$ cat config.mk
export PLATFORM = sky130hd
export DESIGN_NAME = dram_port_arbiter
export DESIGN_NICKNAME = d
export VERILOG_FILES = /design/src/rtl/dram_pkg.sv /design/src/rtl/dram_ord_fifo.sv /design/src/rtl/dram_port_arbiter.sv
export SDC_FILE = /design/constraint.sdc
export NUM_CORES = 1
export LEC_CHECK = 0
export CORE_AREA = 8 8 280 282
export DETAILED_ROUTE_END_ITERATION = 8
export DIE_AREA = 0 0 288 290
export SLEW_MARGIN = 20
export SYNTH_ARGS = -nofsm -noshare
export SYNTH_HDL_FRONTEND = slang
export SYNTH_SLANG_ARGS = --single-unit
$ cat constraint.sdc
create_clock -name clk -period 36.3 [get_ports clk]
set_input_delay 10.89 -clock clk [delete_from_list [all_inputs] [get_ports clk]]
set_output_delay 10.89 -clock clk [all_outputs]
set_load 0.1 [all_outputs]
$ cat src/rtl/dram_pkg.sv
// Shared DRAM port definitions: widths, command encodings, request struct, stage state.
// Latency: n/a (types and constants only).
// Backpressure: n/a.
package dram_pkg;

    localparam int DRAM_ADDR_W = 27;
    localparam int DRAM_DATA_W = 128;

    localparam logic CMD_WRITE = 1'b0;
    localparam logic CMD_READ  = 1'b1;

    // Layout of one entry of the DRAM controller request FIFO.
    typedef struct packed {
        logic                   cmd;
        logic [DRAM_ADDR_W-1:0] addr;
        logic [DRAM_DATA_W-1:0] data;
    } dram_req_t;

    // One-entry output stage toward the DRAM request FIFO.
    typedef enum logic {
        ST_IDLE = 1'b0,
        ST_BUSY = 1'b1
    } stage_e;

endpackage

$ cat src/rtl/dram_ord_fifo.sv
// Ordering FIFO: remembers which port issued each outstanding DRAM read.
// Latency: push visible at head the cycle after; pop consumes head on the clock edge.
// Backpressure: o_full/o_empty exported; pushes when full and pops when empty are ignored.
// Ports: clk/rst; i_push/i_push_dat; i_pop; o_pop_dat (head); o_count, o_empty, o_full.
module dram_ord_fifo #(
    parameter int WIDTH = 1,
    parameter int DEPTH = 4
) (
    input  logic                       clk,
    input  logic                       rst,
    input  logic                       i_push,
    input  logic [WIDTH-1:0]           i_push_dat,
    input  logic                       i_pop,
    output logic [WIDTH-1:0]           o_pop_dat,
    output logic [$clog2(DEPTH):0]     o_count,
    output logic                       o_empty,
    output logic                       o_full
);
    localparam int AW = $clog2(DEPTH);

    logic [WIDTH-1:0]  r_mem [DEPTH];
    logic [AW-1:0]     r_wr_ptr;
    logic [AW-1:0]     r_rd_ptr;
    logic [AW:0]       r_count;
    logic              w_push;
    logic              w_pop;

    assign w_push    = i_push & ~o_full;
    assign w_pop     = i_pop & ~o_empty;
    assign o_pop_dat = r_mem[r_rd_ptr];
    assign o_count   = r_count;
    assign o_empty   = (r_count == '0);
    assign o_full    = (r_count == (AW+1)'(DEPTH));

    // Storage needs no reset: entries are only read while counted valid.
    always_ff @(posedge clk) begin
        if (w_push) begin
            r_mem[r_wr_ptr] <= i_push_dat;
        end
    end

    // DEPTH is a power of two, so pointers wrap naturally.
    always_ff @(posedge clk or posedge rst) begin
        if (rst) begin
            r_wr_ptr <= '0;
            r_rd_ptr <= '0;
            r_count  <= '0;
        end else begin
            if (w_push) r_wr_ptr <= r_wr_ptr + 1'b1;
            if (w_pop)  r_rd_ptr <= r_rd_ptr + 1'b1;
            case ({w_push, w_pop})
                2'b10:   r_count <= r_count + 1'b1;
                2'b01:   r_count <= r_count - 1'b1;
                default: r_count <= r_count;
            endcase
        end
    end

endmodule

$ cat src/rtl/dram_port_arbiter.sv
// Round-robin share of one DRAM request/response port between fetch (port 0) and load/store (port 1).
// Latency: rq_valid -> dram_req_en 1 cycle; dram_rsp_en -> rs_valid 1 cycle.
// Backpressure: dram_req_rdy low holds the output stage and drops rq_ready; reads also stall at MAX_OUTST.
// Ports: rq_* per-port requests (rq_ready combinational grant); rs_* routed read responses;
//        dram_req_* registered request toward DRAM; dram_rsp_* read data from DRAM; err_orphan sticky.
module dram_port_arbiter
    import dram_pkg::*;
#(
    parameter int ADDR_W    = DRAM_ADDR_W,
    parameter int DATA_W    = DRAM_DATA_W,
    parameter int MAX_OUTST = 4
) (
    input  logic              clk,
    input  logic              rst,
    input  logic [1:0]        rq_valid,
    output logic [1:0]        rq_ready,
    input  logic [1:0]        rq_cmd,
    input  logic [ADDR_W-1:0] rq_addr0,
    input  logic [ADDR_W-1:0] rq_addr1,
    input  logic [DATA_W-1:0] rq_data0,
    input  logic [DATA_W-1:0] rq_data1,
    output logic [1:0]        rs_valid,
    output logic [DATA_W-1:0] rs_data,
    output logic              dram_req_en,
    input  logic              dram_req_rdy,
    output logic              dram_req_cmd,
    output logic [ADDR_W-1:0] dram_req_addr,
    output logic [DATA_W-1:0] dram_req_data,
    input  logic              dram_rsp_en,
    output logic              dram_rsp_rdy,
    input  logic [DATA_W-1:0] dram_rsp_data,
    output logic              err_orphan
);
    localparam int CNT_W = $clog2(MAX_OUTST) + 1;

    stage_e            r_state;
    stage_e            w_state_nxt;
    logic              r_ptr;
    logic              w_ptr_nxt;
    logic              r_cmd;
    logic              r_port;
    logic [ADDR_W-1:0] r_addr;
    logic [DATA_W-1:0] r_data;
    logic [1:0]        r_rs_valid;
    logic [DATA_W-1:0] r_rs_data;
    logic              r_err;

    logic              w_xfer;
    logic              w_free;
    logic              w_pend_rd;
    logic [CNT_W:0]    w_rd_load;
    logic              w_rd_ok;
    logic [1:0]        w_elig;
    logic [1:0]        w_gnt;
    logic              w_push;
    logic              w_pop;
    logic              w_head;
    logic [CNT_W-1:0]  w_cnt;
    logic              w_empty;
    logic              w_full;

    assign w_xfer    = (r_state == ST_BUSY) & dram_req_rdy;
    assign w_free    = (r_state == ST_IDLE) | dram_req_rdy;
    // A read sitting in the stage becomes outstanding on its transfer edge, so count it now.
    assign w_pend_rd = (r_state == ST_BUSY) & (r_cmd == CMD_READ);
    assign w_rd_load = {1'b0, w_cnt} + {{CNT_W{1'b0}}, w_pend_rd};
    assign w_rd_ok   = (w_rd_load < (CNT_W+1)'(MAX_OUTST));

    always_comb begin
        w_elig    = '0;
        w_gnt     = '0;
        w_ptr_nxt = r_ptr;
        for (int i = 0; i < 2; i++) begin
            w_elig[i] = rq_valid[i] & w_free & ((rq_cmd[i] == CMD_WRITE) | w_rd_ok);
        end
        if (&w_elig) begin
            // Contention: serve the favoured port, then favour the other one.
            w_gnt     = r_ptr ? 2'b10 : 2'b01;
            w_ptr_nxt = ~r_ptr;
        end else begin
            w_gnt = w_elig;
        end
    end

    assign rq_ready = w_gnt;

    always_comb begin
        w_state_nxt = r_state;
        if (|w_gnt) begin
            w_state_nxt = ST_BUSY;
        end else if (w_xfer) begin
            w_state_nxt = ST_IDLE;
        end
    end

    always_ff @(posedge clk or posedge rst) begin
        if (rst) begin
            r_state <= ST_IDLE;
            r_ptr   <= 1'b0;
            r_cmd   <= CMD_WRITE;
            r_port  <= 1'b0;
            r_addr  <= '0;
            r_data  <= '0;
        end else begin
            r_state <= w_state_nxt;
            r_ptr   <= w_ptr_nxt;
            if (|w_gnt) begin
                r_port <= w_gnt[1];
                r_cmd  <= w_gnt[1] ? rq_cmd[1] : rq_cmd[0];
                r_addr <= w_gnt[1] ? rq_addr1  : rq_addr0;
                r_data <= w_gnt[1] ? rq_data1  : rq_data0;
            end
        end
    end

    assign dram_req_en   = (r_state == ST_BUSY);
    assign dram_req_cmd  = r_cmd;
    assign dram_req_addr = r_addr;
    assign dram_req_data = r_data;

    // Port id is recorded only once the read has actually left for DRAM.
    assign w_push = w_xfer & (r_cmd == CMD_READ) & ~w_full;
    assign w_pop  = dram_rsp_en & ~w_empty;

    dram_ord_fifo #(
        .WIDTH (1),
        .DEPTH (MAX_OUTST)
    ) u_ord_fifo (
        .clk        (clk),
        .rst        (rst),
        .i_push     (w_push),
        .i_push_dat (r_port),
        .i_pop      (w_pop),
        .o_pop_dat  (w_head),
        .o_count    (w_cnt),
        .o_empty    (w_empty),
        .o_full     (w_full)
    );

    always_ff @(posedge clk or posedge rst) begin
        if (rst) begin
            r_rs_valid <= '0;
            r_rs_data  <= '0;
            r_err      <= 1'b0;
        end else begin
            r_rs_valid <= '0;
            if (w_pop) begin
                r_rs_valid <= w_head ? 2'b10 : 2'b01;
                r_rs_data  <= dram_rsp_data;
            end
            if (dram_rsp_en & w_empty) begin
                r_err <= 1'b1;
            end
        end
    end

    assign dram_rsp_rdy = 1'b1;
    assign rs_valid     = r_rs_valid;
    assign rs_data      = r_rs_data;
    assign err_orphan   = r_err;

endmodule

==> metrics.yaml, run 1 <==
yosys.area.top_type: "dfrtp_1"
die_x_microns: 288
grt_remaining_overflow: 0
timing.final.ws_setup_ns: 11.72
synth_top_family_by_area: "simple AND/OR/NAND/NOR gates"
cts_setup_buffers: 0
drive_gt1_frac: 0.04392
post_drt_via_cell_ratio: 4.129
grt_max_degree: 159
antenna_left: 0
antenna_found_initial: 19
maxCapViolations: 0
grt_pass1_vias: 12460
clk_pin_slew_worst_paths_ns: 0.06
clk_latency_ns: 0.54
relSlewSlack: 0.2498
cp.arrival_ns: 13.69
fmax_mhz: 40.68
rrSetupSlack_ns: 33.06
endpoint_kind: "output pin"
grt_setup_unrepaired: "no"
synth_fa_ha_area_frac: 0.006685
status: "finished clean"
yosys.cell_count.top_type: "nand2_1"
start_kind: "primary input"
ys_warn_count: 0
ys.flop_type: "dfrtp_1"
dieArea_sq_um: 83520
syn_to_final_growth_pct: 78.03
ys_ff_latch: 301
fin_crit_sh: 0.6772
synth.net_count: 1589
cts.path.max_buffers: 3
ctsHoldBuffers: 0
synth_xor_area_frac: 0.004963
numCtsBuffers: 37
worst_pin_slew_ns: 1.122
io_pins: 737
synth-compound-area-share: 0.1345
grt_pass1_wl_mm: 86.79
clock-root-buffer: "clkbuf_16"
numPortBuffers: 735
yosys-top-cells-count: "nand2_1, dfrtp_1, nor2b_1"
finalHoldViolations: 0
synth-edff-count: 4
skew_ns: 0.01789
first_pass_iters: 4
ys_seq_area_frac: 0.6114
die_h_microns: 290
cts.sinks: 301
avgSynthCellArea_sq_um: 10.86
vias: 11720
netlist.area_leader.share: 0.6016
routedWlPerCell_microns: 21.13
crit_family: "buffers and inverters"
wl_mm: 60.00
synthCells: 1137
required_ns: 25.41
min_path_type: "flop to flop"
htreeDepth: 2
worst-path-buf-inv: 3
num-nets-final: 2291
crit_path_max_incr_delay_ns: 1.27
row_count: 100
grt_use_total: 0.1364
cp_cell_sequence: "clkdlybuf4s50_1 -> nand2b_1 -> o21ai_0 -> nor3_4 -> buf_12 -> clkdlybuf4s50_1"
gp_congestion: 0.8364
synthArstFlopShare: 0.9867
setup_viol: 0
core_area_sq_um: 73820
critical_path_class: "primary input to output pin"
cts_tree: "built"
post-route-min-period_ns: 24.58
synth.mux.area_fraction: 0.002633
report.final.slew_viol_count: 0
netlist_area_sq_um: 12350
fin_tns_setup_ns: 0
critPathMaxFanout: 158
yosys.area_share.simple: 0.2056
hpwl_mm: 45.81
ys_types: 34
cts_resized: 0
first_iter_violations: 672
dp_worst_setup_slack_ns: 11.58
critPathSlowestCell: "clkdlybuf4s50_1"
cpMostUsedCell: "clkdlybuf4s50_1"
start_util: 0.1673
synth_area_leaders: "dfrtp_1, a221o_1, nand2_1, nor2b_1, buf_2"
drc: 0
[placed cells by master, fill, tap and decap left out, drive strengths merged, types with 4 or more instances in the layout]
master	count
nor2b	157
edfxtp	4
nor2	5
clkbuf	51
xnor2	4
nand2	386
clkinv	10
ha	5
clkdlybuf4s50	735
a221o	156
bufinv	5
nand2b	4
dfrtp	297
buf	9
and2	5
inv	10
[sequential cells by signal, indices dropped and copies added, names as in the netlist]
name,count
u_ord_fifo.r_rd_ptr,2
u_ord_fifo.r_wr_ptr,2
rs_valid,2
u_ord_fifo.r_mem,4
u_ord_fifo.o_count,3
dram_req_en,1
dram_req_data,128
dram_req_cmd,1
err_orphan,1
r_port,1
rs_data,128
r_ptr,1
dram_req_addr,27
[final timing paths]
path | startpoint | to | depth (start not counted)
min | err_orphan$_DFFE_PP0P_ | err_orphan$_DFFE_PP0P_ | 1
min in group asynchronous | rst | rs_data[64]$_DFFE_PP0P_ | 2
max in group asynchronous | rst | dram_req_data[42]$_DFFE_PP0P_ | 4
max | rq_cmd[0] | rq_ready[1] | 6
max reg2reg | dram_req_en$_DFFE_PP0P_ | dram_req_data[101]$_DFFE_PP0P_ | 6
min reg2reg | err_orphan$_DFFE_PP0P_ | err_orphan$_DFFE_PP0P_ | 1
[final cells by class]
| cell class | instances | area [sq um] |
|---|---|---|
| fill | 7561 | 51830 |
| clock inverter | 16 | 219.0 |
| multi-input combinational | 745 | 4414 |
| clock buffer | 51 | 1090 |
| antenna | 3 | 7.507 |
| inverter | 10 | 47.55 |
| tap | 969 | 1212 |
| timing repair buffer | 744 | 7450 |
| sequential | 301 | 7552 |
[cells by family after synthesis]
family | after synthesis
buffers and inverters | 91
other | 1
adders and majority gates | 6
muxes | 2
DFF | 301
and+or+nand+nor | 562
xor gates and xnor gates | 7
AOI/OAI and AO/OA | 167
[metrics by stage]
step,utilization,instances,instance area (sq um),hold WS [ns]
global route,0.2979,2838,21990,0.4860
detailed placement,0.2801,2769,20680,0.4443
global placement,0.2801,2769,20680,0.4418
finish,0.2979,2839,21990,0.4559
CTS,0.2978,2836,21980,0.4579
floorplan,-,1137,12350,0.4528
[per-layer routing]
metal	part of all wire	GRT usage
met1	0.39	0.1596
met2	0.47	0.2274
met3	0.11	0.05745
met4	0.027	0.03699
met5	0.00080	0
Power of run 1 is not shown: default switching activity piles up to over one toggle a cycle in this logic, so the estimate is an artifact.
==> inputs of run 2 (changes only) <==
--- a/config.mk
+++ b/config.mk
@@ -5,9 +5,9 @@
 export SDC_FILE = /design/constraint.sdc
 export NUM_CORES = 1
 export LEC_CHECK = 0
-export CORE_AREA = 8 8 280 282
+export CORE_AREA = 8 8 282 284
 export DETAILED_ROUTE_END_ITERATION = 8
-export DIE_AREA = 0 0 288 290
+export DIE_AREA = 0 0 290 292
 export SLEW_MARGIN = 20
 export SYNTH_ARGS = -nofsm -noshare
 export SYNTH_HDL_FRONTEND = slang
==> constraint.sdc (replaced) <==
create_clock -name clk -period 23.3 [get_ports clk]
set_input_delay 6.99 -clock clk [delete_from_list [all_inputs] [get_ports clk]]
set_output_delay 6.99 -clock clk [all_outputs]
set_load 0.1 [all_outputs]
==> metrics.yaml, run 2 (synthesis results as in run 1) <==
status: "finished clean"
finalHoldViolations: 0  # unchanged
antenna_found_initial: 22  # +3
cts_setup_buffers: 0  # unchanged
cp.arrival_ns: 9.53  # -4.16 ns
report.final.slew_viol_count: 0  # unchanged
drive_gt1_frac: 0.04283  # -0.001094
wl_mm: 61.43  # +2.4%
regToRegEndpoint: "dram_req_data[60]$_DFFE_PP0P_"
final_common_cell: "clkdlybuf4s50_1"
numPortBuffers: 735  # unchanged
ctsHoldBuffers: 0  # unchanged
row_count: 101  # +1.0%
clock-root-buffer: "clkbuf_16"
met3_wirelength_mm: 6.391  # -3.4%
endpoint_kind: "output pin"
start_kind: "primary input"
cp_cell_sequence: "clkdlybuf4s50_1 -> nand2b_1 -> o21ai_0 -> nor3_4 -> clkdlybuf4s50_1"
fin_tns_setup_ns: 0  # unchanged
cts_resized: 0  # unchanged
worst_pin_slew_ns: 1.165  # +0.04317 ns
num-nets-final: 2293  # +0.087%
mostFrequentLayoutCells: "clkdlybuf4s50_1, nand2_1, dfrtp_1"
maxCapViolations: 0  # unchanged
drc: 0  # unchanged
numCtsBuffers: 36  # -2.7%
core_area_sq_um: 75190  # +1.9%
min_path_type: "flop to flop"
post-route-min-period_ns: 16.52
first_iter_violations: 484  # -28%
cts.path.max_buffers: 3  # unchanged
crit_path_start: "rq_cmd[0]"
fin_crit_sh: 0.7092
rrSetupSlack_ns: 19.76  # -13.30 ns
hpwl_mm: 47.61  # +3.9%
setup_viol: 0  # unchanged
critPathMaxFanout: 8  # -95%
reg2reg_depth: 6  # unchanged
grt_pass1_wl_mm: 88.91  # +2.4%
reg2reg_from: "dram_req_en$_DFFE_PP0P_"
grt_pass1_vias: 12610  # +1.2%
io_pins: 737  # unchanged
skew_ns: 0.01801  # +0.0001260 ns
critPathSlowestCell: "clkdlybuf4s50_1"
dr_wl_met2_mm: 29.84  # +5.6%
grt_use_total: 0.1377  # +0.001322
routed.top_layer: "met5"
clk_pin_slew_worst_paths_ns: 0.06  # about the same
required_ns: 16.31  # -9.10 ns
cp.depth: 5  # -1
vias: 11710  # -0.10%
crit_family: "buffers and inverters"
routedWlPerCell_microns: 21.52  # +1.8%
start_util: 0.1643  # -0.003049
clk_latency_ns: 0.54  # about the same
die_x_microns: 290  # +0.69%
cts.sinks: 301  # unchanged
grt_setup_unrepaired: "no"
critical_path_class: "primary input to output pin"
antenna_left: 0  # unchanged
wl_met1_mm: 23.67  # +1.0%
cts_tree: "built"
dieArea_sq_um: 84680  # +1.4%
grt_max_degree: 101  # -36%
htreeDepth: 2  # unchanged
first_pass_iters: 4  # unchanged
syn_to_final_growth_pct: 77.81
cp-endpoint: "rq_ready[1]"
grt_remaining_overflow: 0  # unchanged
fmax_mhz: 60.52
die_h_microns: 292  # +0.69%
post_drt_via_cell_ratio: 4.101  # -0.66%
gp_congestion: 0.8210  # -1.8%
worst-path-buf-inv: 2  # -1
cpMostUsedCell: "clkdlybuf4s50_1"
crit_path_max_incr_delay_ns: 1.28  # about the same
relSlewSlack: 0.2210  # -0.02887
==> run 2: per-layer routing <==
| layer | up-vias | track usage |
|---|---|---|
| met3 | 85 | 0.06068 |
| met2 | 569 | 0.2320 |
| met4 | 4 | 0.04139 |
| met5 | - | 0 |
| li1 | 5290 | - |
| met1 | 5761 | 0.1570 |
==> run 2: cell type report <==
| cell class | instances | area, sq um |
|---|---|---|
| Fill cell | 7707 | 53230 |
| Sequential cell | 301 | 7552 |
| Timing Repair Buffer | 747 | 7467 |
| Multi-Input combinational cell | 745 | 4414 |
| Tap cell | 978 | 1224 |
| Clock buffer | 56 | 1129 |
| Clock inverter | 9 | 108.9 |
| Inverter | 10 | 47.55 |
| Antenna cell | 9 | 22.52 |
==> run 2: through the flow <==
step	instance area (sq um)	setup WS, ns	utilization	hold slack, ns	instances
global route	21950	6.659	0.2920	0.4884	2850
floorplan	12350	8.106	-	0.4528	1137
finish	21960	6.775	0.2921	0.4624	2855
detailed placement	20680	6.705	0.2750	0.4541	2780
CTS	21910	6.696	0.2915	0.4640	2845
global placement	20680	6.675	0.2750	0.4504	2780
==> run 2: worst min-delay path by stage <==
| stage | depth (start not counted) | end | startpoint | slack (ns) |
|---|---|---|---|---|
| CTS | 1 | err_orphan$_DFFE_PP0P_ | err_orphan$_DFFE_PP0P_ | 0.46 |
| global route | 2 | rs_data[82]$_DFFE_PP0P_ | rs_data[82]$_DFFE_PP0P_ | 0.49 |
| global placement | 1 | err_orphan$_DFFE_PP0P_ | err_orphan$_DFFE_PP0P_ | 0.45 |
| detailed placement | 1 | err_orphan$_DFFE_PP0P_ | err_orphan$_DFFE_PP0P_ | 0.45 |
| finish | 1 | err_orphan$_DFFE_PP0P_ | err_orphan$_DFFE_PP0P_ | 0.46 |
| floorplan | 1 | u_ord_fifo.r_rd_ptr[1]$_DFFE_PP0P_ | u_ord_fifo.r_rd_ptr[1]$_DFFE_PP0P_ | 0.45 |
Power of run 2 is left out for the same reason.
